`src/rtl/fetch_controller.sv`:
```
// fetch_controller
// Fetch-stage sequencer for a 2**ADDRESS_WIDTH x DATA_WIDTH instruction memory
// with a combinational read port. Owns the program counter, presents a
// registered instruction/PC pair to decode, and handles stall, branch redirect
// and halt detection. Before execution the same address port is time-shared
// with a program-load stream that writes instructions sequentially from 0.
//
// Ports:
//   clk, rst_n                 clock, asynchronous active-low reset
//   load_start, run_start      mode requests (load_start wins if both)
//   load_valid/load_ready      load handshake: a beat transfers in any cycle
//                              where both are high; load_ready is high only in
//                              LOAD and never depends on load_valid
//   load_data, load_last       beat payload and end-of-program marker
//   stall                      decode back-pressure (hold fetch outputs)
//   branch_taken/_target       redirect fetch (overrides stall)
//   imem_addr/_rdata/_we/_wdata  instruction memory port
//   if_instr, if_pc, if_valid  registered fetch outputs to decode
//   state                      FSM state (IDLE=00 LOAD=01 RUN=10 HALT=11)
//   halted                     high in HALT
//   load_count                 words written by the most recent load
module fetch_controller #(
    parameter int                  DATA_WIDTH    = 20,
    parameter int                  ADDRESS_WIDTH = 8,
    parameter int                  MEM_SIZE      = 256,
    parameter logic [DATA_WIDTH-1:0] HALT_WORD   = 20'hFFFFF
) (
    input  logic                     clk,
    input  logic                     rst_n,
    input  logic                     load_start,
    input  logic                     run_start,
    input  logic                     load_valid,
    input  logic [DATA_WIDTH-1:0]    load_data,
    input  logic                     load_last,
    output logic                     load_ready,
    input  logic                     stall,
    input  logic                     branch_taken,
    input  logic [ADDRESS_WIDTH-1:0] branch_target,
    output logic [ADDRESS_WIDTH-1:0] imem_addr,
    input  logic [DATA_WIDTH-1:0]    imem_rdata,
    output logic                     imem_we,
    output logic [DATA_WIDTH-1:0]    imem_wdata,
    output logic [DATA_WIDTH-1:0]    if_instr,
    output logic [ADDRESS_WIDTH-1:0] if_pc,
    output logic                     if_valid,
    output logic [1:0]               state,
    output logic                     halted,
    output logic [ADDRESS_WIDTH:0]   load_count
);

    typedef enum logic [1:0] {
        S_IDLE = 2'b00,
        S_LOAD = 2'b01,
        S_RUN  = 2'b10,
        S_HALT = 2'b11
    } state_t;

    localparam logic [ADDRESS_WIDTH-1:0] LAST_ADDR = ADDRESS_WIDTH'(MEM_SIZE - 1);
    localparam logic [ADDRESS_WIDTH-1:0] ADDR_ONE  = ADDRESS_WIDTH'(1);
    localparam logic [ADDRESS_WIDTH:0]   CNT_ONE   = (ADDRESS_WIDTH + 1)'(1);

    state_t                   state_q, state_d;
    logic [ADDRESS_WIDTH-1:0] pc_q, pc_d;
    logic [ADDRESS_WIDTH-1:0] wr_ptr_q, wr_ptr_d;
    logic [ADDRESS_WIDTH:0]   load_count_q, load_count_d;
    logic [DATA_WIDTH-1:0]    if_instr_q, if_instr_d;
    logic [ADDRESS_WIDTH-1:0] if_pc_q, if_pc_d;
    logic                     if_valid_q, if_valid_d;

    always_comb begin
        state_d      = state_q;
        pc_d         = pc_q;
        wr_ptr_d     = wr_ptr_q;
        load_count_d = load_count_q;
        if_instr_d   = if_instr_q;
        if_pc_d      = if_pc_q;
        if_valid_d   = 1'b0;
        case (state_q)
            S_IDLE, S_HALT: begin
                if (load_start) begin
                    state_d      = S_LOAD;
                    wr_ptr_d     = '0;
                    load_count_d = '0;
                end else if (run_start) begin
                    state_d = S_RUN;
                    pc_d    = '0;
                end
            end
            S_LOAD: begin
                if (load_valid) begin
                    wr_ptr_d     = wr_ptr_q + ADDR_ONE;
                    load_count_d = load_count_q + CNT_ONE;
                    // Writing the top address fills memory: the load ends
                    // even without load_last, and wr_ptr wraps harmlessly.
                    if (load_last || (wr_ptr_q == LAST_ADDR)) begin
                        state_d = S_IDLE;
                    end
                end
            end
            S_RUN: begin
                if (branch_taken) begin
                    // Bubble; the word read this cycle is from the wrong
                    // path, so it is neither issued nor halt-checked.
                    pc_d = branch_target;
                end else if (stall) begin
                    if_valid_d = if_valid_q;
                end else if (imem_rdata == HALT_WORD) begin
                    // pc stays on the halt address; HALT_WORD is never issued.
                    state_d = S_HALT;
                end else begin
                    if_instr_d = imem_rdata;
                    if_pc_d    = pc_q;
                    if_valid_d = 1'b1;
                    pc_d       = pc_q + ADDR_ONE;
                end
            end
            default: state_d = S_IDLE;
        endcase
    end

    always_ff @(posedge clk or negedge rst_n) begin
        if (!rst_n) begin
            state_q      <= S_IDLE;
            pc_q         <= '0;
            wr_ptr_q     <= '0;
            load_count_q <= '0;
            if_instr_q   <= '0;
            if_pc_q      <= '0;
            if_valid_q   <= 1'b0;
        end else begin
            state_q      <= state_d;
            pc_q         <= pc_d;
            wr_ptr_q     <= wr_ptr_d;
            load_count_q <= load_count_d;
            if_instr_q   <= if_instr_d;
            if_pc_q      <= if_pc_d;
            if_valid_q   <= if_valid_d;
        end
    end

    always_comb begin
        imem_addr = '0;
        case (state_q)
            S_LOAD:        imem_addr = wr_ptr_q;
            S_RUN, S_HALT: imem_addr = pc_q;
            default:       imem_addr = '0;
        endcase
    end

    assign load_ready = (state_q == S_LOAD);
    assign imem_we    = load_valid & load_ready;
    assign imem_wdata = load_ready ? load_data : '0;
    assign halted     = (state_q == S_HALT);
    assign state      = state_q;
    assign load_count = load_count_q;
    assign if_instr   = if_instr_q;
    assign if_pc      = if_pc_q;
    assign if_valid   = if_valid_q;

endmodule

```
`config.mk`:
```
export PLATFORM = sky130hd
export DESIGN_NAME = fetch_controller
export DESIGN_NICKNAME = d
export VERILOG_FILES = /design/src/rtl/fetch_controller.sv
export SDC_FILE = /design/constraint.sdc
export NUM_CORES = 1
export LEC_CHECK = 0
export CORE_MARGIN = 2
export CORE_UTILIZATION = 48
export CTS_CLUSTER_DIAMETER = 150
export DETAILED_ROUTE_END_ITERATION = 8
export GPL_ROUTABILITY_DRIVEN = 0
export PLACE_DENSITY = 0.87
export SYNTH_ARGS = -nofsm -noshare
export SYNTH_HDL_FRONTEND = slang
export SYNTH_SLANG_ARGS = --single-unit
```
`constraint.sdc`:
```
create_clock -name clk -period 3.8 [get_ports clk]
set_clock_uncertainty 0.1 [all_clocks]
set_input_delay 0.57 -clock clk [delete_from_list [all_inputs] [get_ports clk]]
set_output_delay 0.57 -clock clk [all_outputs]
set_load 0.02 [all_outputs]
```
==> metrics.cfg, run 1 <==
[timing]
tightest_slew_ps=859.8
max_freq_mhz=319.4
finalHoldViolCount=0
setup_violations=0
fin_crit_sh_pct=82.39
maxSlewHeadroom_pct=42.47
tns_ps=0
slew_viol_final=0
post-route-min-period_ps=3131
rsz0062_at_grt=no

[synthesis]
async_reset_ff_share_pct=100.0
yosys-top-cells-area=dfrtp_1 43%, mux2_4 9.7%, and2_1 4.4%
synthCells=314
yosysUniqueCellTypes=45
yosysTopAreaCellShare_pct=43.28
yosysWarnings=0
synth_nets=377
syn_avg_cell_area_um2=10.31
ys_ff_latch=56
synth-seq-area-share_pct=43.28
netlist_area_um2=3238
synth_top_cell_by_area=dfrtp_1
synthFlopType=dfrtp_1
synth-edff-count=0

[route]
drtAntennaViolNets=0
drt_iter0_drc=171
wirelength_mm=8.223
wl_met1_mm=3.352
vias=2874
drtPass1Iterations=5
top_layer=met4
routed_via_density=5.602
met3_length_um=641
wire_per_inst_um=16.03
remaining_drc_errors=0
met2_length_mm=4.040

[outcome]
outcome=complete, no violations

[setup_path]
critPathMaxStageDelay_ps=630
endpoint_kind=output pin
cp_max_fo=14
cp_top_family=buffers and inverters
cp_cell_sequence=inv_1 -> ha_1 -> or2_2 -> a22oi_1 -> nor2_1 -> clkdlybuf4s50_1
crit_required_ps=3130
cp_slowest_cell=clkdlybuf4s50_1
arrival_ps=2460
startpoint_type=register
path_class=register to output pin
path_buf_inv=2

[placed_design]
hpwlAfterDp_mm=6.377
placed_area_um2=4498
port_buffers=126

[die]
initial_core_util_pct=50.42
rows=29
die_w_um=86.14
die_area_um2=7419
ios=127
core_um2=6422
die_h_um=86.14

[power_and_ir_drop]
p_int_mw=1.881
power_mw=3.228
p_leak_nw=1.948
seqPwrFrac_pct=31.3
p_switching_mw=1.347
peakVddDrop_v=0.0004091
p_comb_share_pct=58.0
pwr-share-clk_pct=10.7
p_per_area_nw_per_um2=702.7
swShare_pct=41.73

[cts]
cts_tree=done
numCtsBuffers=5
cts_root_buffer=clkbuf_8
cts_sinks=56
cts_setup_buffers=0
cts_htree_levels=2
clockBufferDepth=2
cts_hold_buffers=0
insertion_delay_ps=310
cts_resized=0
cts.reportedPaths.clkPinSlew_ps=110

[worst_hold_path]
min_path_type=primary input to asynchronous set/reset pin

[final_layout]
insertedDiodeCount=0
syn_to_final_growth_pct=41.89
design_area_um2=4594
nets=498
drive_above_1_share_pct=12.84

[global_routing]
grt_pass1_vias=2852
grt_first_pass_wirelength_mm=13.40
antenna_found_initial=0
grt_util_all_layers_pct=22.43
grt_max_degree=45
grt_overflow=0

[job]
cap_violations=0

-- state kept, by name, summed over array words and instances (netlist names) --
signal / count
if_valid: 1
load_count: 9
state: 2
if_instr: 20
if_pc: 8
pc_q: 8
wr_ptr_q: 8
-- worst paths after layout --
check,startpoint,end,slack (ps),depth (start not counted)
max,state[0],imem_addr[6],670,6
min,rst_n,if_pc[3],250,1
max reg2reg,state[0],pc_q[2],1300,8
min reg2reg,if_pc[4],if_pc[4],420,1
max in group asynchronous,rst_n,pc_q[6],2560,2
min in group clk,if_pc[4],if_pc[4],420,1
-- cells in the mapped netlist, types with 2 or more instances --
cell type and number:
o21ai_0 19, nand4_1 11, dfrtp_1 56, buf_2 2
nand2b_1 4, nand3_1 13, o2111ai_1 2, buf_12 3
inv_1 17, a21oi_1 13, nor2_1 22, o311ai_0 2
or2_2 4, o221ai_1 3, o22a_1 2, or3_1 6
mux2_4 21, a2bb2oi_1 2, xor2_1 7, buf_6 2
xnor2_1 2, and2_1 23, a22oi_1 9, o22ai_1 2
a222oi_1 3, nand2_1 20, clkbuf_1 9, mux2_2 9
ha_1 7, nor3_1 4
-- area by class of cell --
cell class	instances	area (µm²)
clock buffer	5	68.82
clock inverter	3	27.53
timing repair buffer	131	1294
multi-input combinational	224	1643
sequential	56	1401
inverter	17	63.81
tap	77	96.34
fill	470	1828
-- routing by layer --
metal  GRT usage (%)  up-vias
met5               0        -
met4           7.937        0
met3           5.101       20
li1                -     1358
met1           28.76     1378
met2           37.28      118
-- metrics by stage --
stage | utilization, % | hold WS, ps | setup WS (ps) | std cells
2_1_floorplan | - | 174.4 | 1205 | 314
3_3_place_gp | 70.04 | 393.6 | 1071 | 505
3_5_place_dp | 70.04 | 394.5 | 1018 | 505
4_1_cts | 71.54 | 285.3 | 681.2 | 513
5_1_grt | 71.54 | 334.4 | 500.8 | 513
6_report | 71.54 | 255.0 | 669.3 | 513
-- power groups by stage --
stage / Clock, mW / Combinational [mW] / Sequential, mW
4_1_cts: 0.350 / 1.88 / 1.01
3_5_place_dp: 0 / 1.87 / 1.01
5_1_grt: 0.377 / 2.01 / 1.04
3_3_place_gp: 0 / 1.83 / 1.01
6_report: 0.345 / 1.87 / 1.01
2_1_floorplan: 0 / 0.976 / 1.18
-- cells by family (layout without fill, tap and decap cells) --
kind of cell / after synthesis / count (layout) / share of synthesized area (%)
buffers and inverters: 34 / 156 / 5.989
AO/OA/AOI/OAI: 61 / 61 / 12.44
XOR/XNOR: 9 / 9 / 2.434
adder cells (fa/ha/maj): 7 / 7 / 2.705
flip-flops: 56 / 56 / 43.28
multiplexers: 31 / 31 / 13.18
AND/OR/NAND/NOR: 116 / 116 / 19.98
-- placed cells by master, fill, tap and decap left out, types with 11 or more instances in the layout --
cell,instances
a21oi_1,13
and2_1,23
clkdlybuf4s50_1,125
dfrtp_1,56
inv_1,17
mux2_4,21
nand2_1,20
nand3_1,13
nand4_1,11
nor2_1,22
o21ai_0,19
No activity file was read; power rests on OpenSTA's default activity.
==> run 2, diff against run 1 <==
--- a/config.mk
+++ b/config.mk
@@ -6,11 +6,11 @@
 export NUM_CORES = 1
 export LEC_CHECK = 0
 export CORE_MARGIN = 2
-export CORE_UTILIZATION = 48
+export CORE_UTILIZATION = 40
 export CTS_CLUSTER_DIAMETER = 150
 export DETAILED_ROUTE_END_ITERATION = 8
 export GPL_ROUTABILITY_DRIVEN = 0
-export PLACE_DENSITY = 0.87
+export PLACE_DENSITY = 0.77
 export SYNTH_ARGS = -nofsm -noshare
 export SYNTH_HDL_FRONTEND = slang
 export SYNTH_SLANG_ARGS = --single-unit
==> constraint.sdc (replaced) <==
create_clock -name clk -period 2.7 [get_ports clk]
set_clock_uncertainty 0.1 [all_clocks]
set_input_delay 0.405 -clock clk [delete_from_list [all_inputs] [get_ports clk]]
set_output_delay 0.405 -clock clk [all_outputs]
set_load 0.02 [all_outputs]
==> metrics.cfg, run 2 (synthesis gave the netlist of run 1 again) <==
[cts]
cts_tree=done
cts_sinks=56
cts_setup_buffers=0
cts_htree_levels=2
cts_hold_buffers=0
numCtsBuffers=5
cts.reportedPaths.clkPinSlew_ps=100
cts_root_buffer=clkbuf_8
clockBufferDepth=2
insertion_delay_ps=310

[timing]
holdWs_ps=-4.522
post-route-min-period_ps=2580
maxSlewHeadroom_pct=58.69
slew_viol_final=0
rsz0062_at_grt=no
finalHoldViolCount=4
fin_crit_sh_pct=95.55
max_freq_mhz=387.6
tightest_slew_ps=619.7
setup_violations=0
worst_slack_ps=120.1
tns_ps=0

[final_layout]
final_common_cell=clkdlybuf4s50_1
layout_common_cells=112 x clkdlybuf4s50_1, 56 x dfrtp_1, 23 x and2_1, 22 x nor2_1, 21 x mux2_4
insertedDiodeCount=0
nets=507
drive_above_1_share_pct=14.83
syn_to_final_growth_pct=47.87
largest_reg_flops=20

[job]
cap_violations=0

[route]
routed_via_density=5.225
drtPass1Iterations=4
wire_per_inst_um=15.47
remaining_drc_errors=0
drtAntennaViolNets=0
wirelength_mm=8.463
vias=2858
drt_iter0_drc=108

[global_routing]
met3_usage_pct=5.859
use_met2_pct=35.24
grt_pass1_vias=3021
busiest_layer=met2
grt_first_pass_wirelength_mm=14.13
grt_util_all_layers_pct=20.02
antenna_found_initial=0
grt_overflow=0
grt_max_degree=28
use_met1_pct=24.19

[power_and_ir_drop]
peakVddDrop_v=0.0005242
p_leak_nw=2.186
p_per_area_nw_per_um2=1015

[setup_path]
startpoint_type=register
startpoint=state[1]
endpoint_kind=output pin
cp_max_fo=21
crit_required_ps=2190
path_class=register to output pin
r2r_cells=8
worst_r2r_startpoint=state[1]
arrival_ps=2070
r2r_slack_ps=350
cp-endpoint=imem_we
reg2reg_to=pc_q[6]

[die]
ios=127
die_w_um=93.98
die_area_um2=8831
die_h_um=93.98
initial_core_util_pct=41.69
rows=32
core_um2=7767

[outcome]
outcome=finished with violations
violations=hold timing

[placed_design]
hpwlAfterDp_mm=6.498
port_buffers=126
pre_cts_slack_ps=332.9

[worst_hold_path]
min_path_type=primary input to asynchronous set/reset pin

[run 2: worst min-delay path by stage]
| stage | from | end | slack (ps) | cells past startpoint |
|---|---|---|---|---|
| 6_report | rst_n | wr_ptr_q[4] | -5 | 1 |
| 5_1_grt | rst_n | wr_ptr_q[4] | 30 | 1 |
| 4_1_cts | rst_n | wr_ptr_q[4] | 7 | 1 |
| 3_5_place_dp | rst_n | wr_ptr_q[4] | 350 | 1 |
| 3_3_place_gp | rst_n | wr_ptr_q[4] | 340 | 1 |
| 2_1_floorplan | rst_n | if_instr[0] | 9 | 0 |
[run 2: power breakdown]
part / switching, mW / internal, mW / total, mW
Clock: 0.286 / 0.464 / 0.750
Sequential: 0.281 / 1.14 / 1.42
Combinational: 1.33 / 1.37 / 2.70
Total: 1.90 / 2.97 / 4.86
[run 2: cell type report]
type | instances | area, µm²
Fill cell | 641 | 2979
Multi-Input combinational cell | 224 | 1645
Clock inverter | 3 | 90.09
Clock buffer | 5 | 68.82
Timing Repair Buffer | 140 | 1391
Inverter | 17 | 63.81
Sequential cell | 56 | 1401
Tap cell | 102 | 127.6
[run 2: layer usage]
layer  routed length, µm  share of wire (%)  up-vias
li1                    -                  -     1373
met1                3361                 40     1364
met2                4273                 50      111
met3                 737                8.7       10
met4                  90                1.1        0
met5                   0                  0        -
[run 2: timing repair]
action / CTS / global route
gates resized for setup: 6 / 9
gates cloned: 0 / 0
endpoints found under the setup margin: 9 / 15
pin swaps: 0 / 0
[run 2: per-stage QoR]
stage	std cells	power (mW)	util [%]	area (µm²)
2_1_floorplan	314	3.029	-	3238
3_3_place_gp	539	4.078	59.34	4609
5_1_grt	547	5.171	61.65	4788
4_1_cts	547	4.904	61.34	4765
3_5_place_dp	539	4.145	59.34	4609
6_report	547	4.862	61.65	4788
[run 2: critical path, cell delays in order (launching register included)]
cell	delay [ps]
dfrtp_1	440
inv_1	110
ha_2	270
buf_6	190
and2_1	150
clkdlybuf4s50_1	600
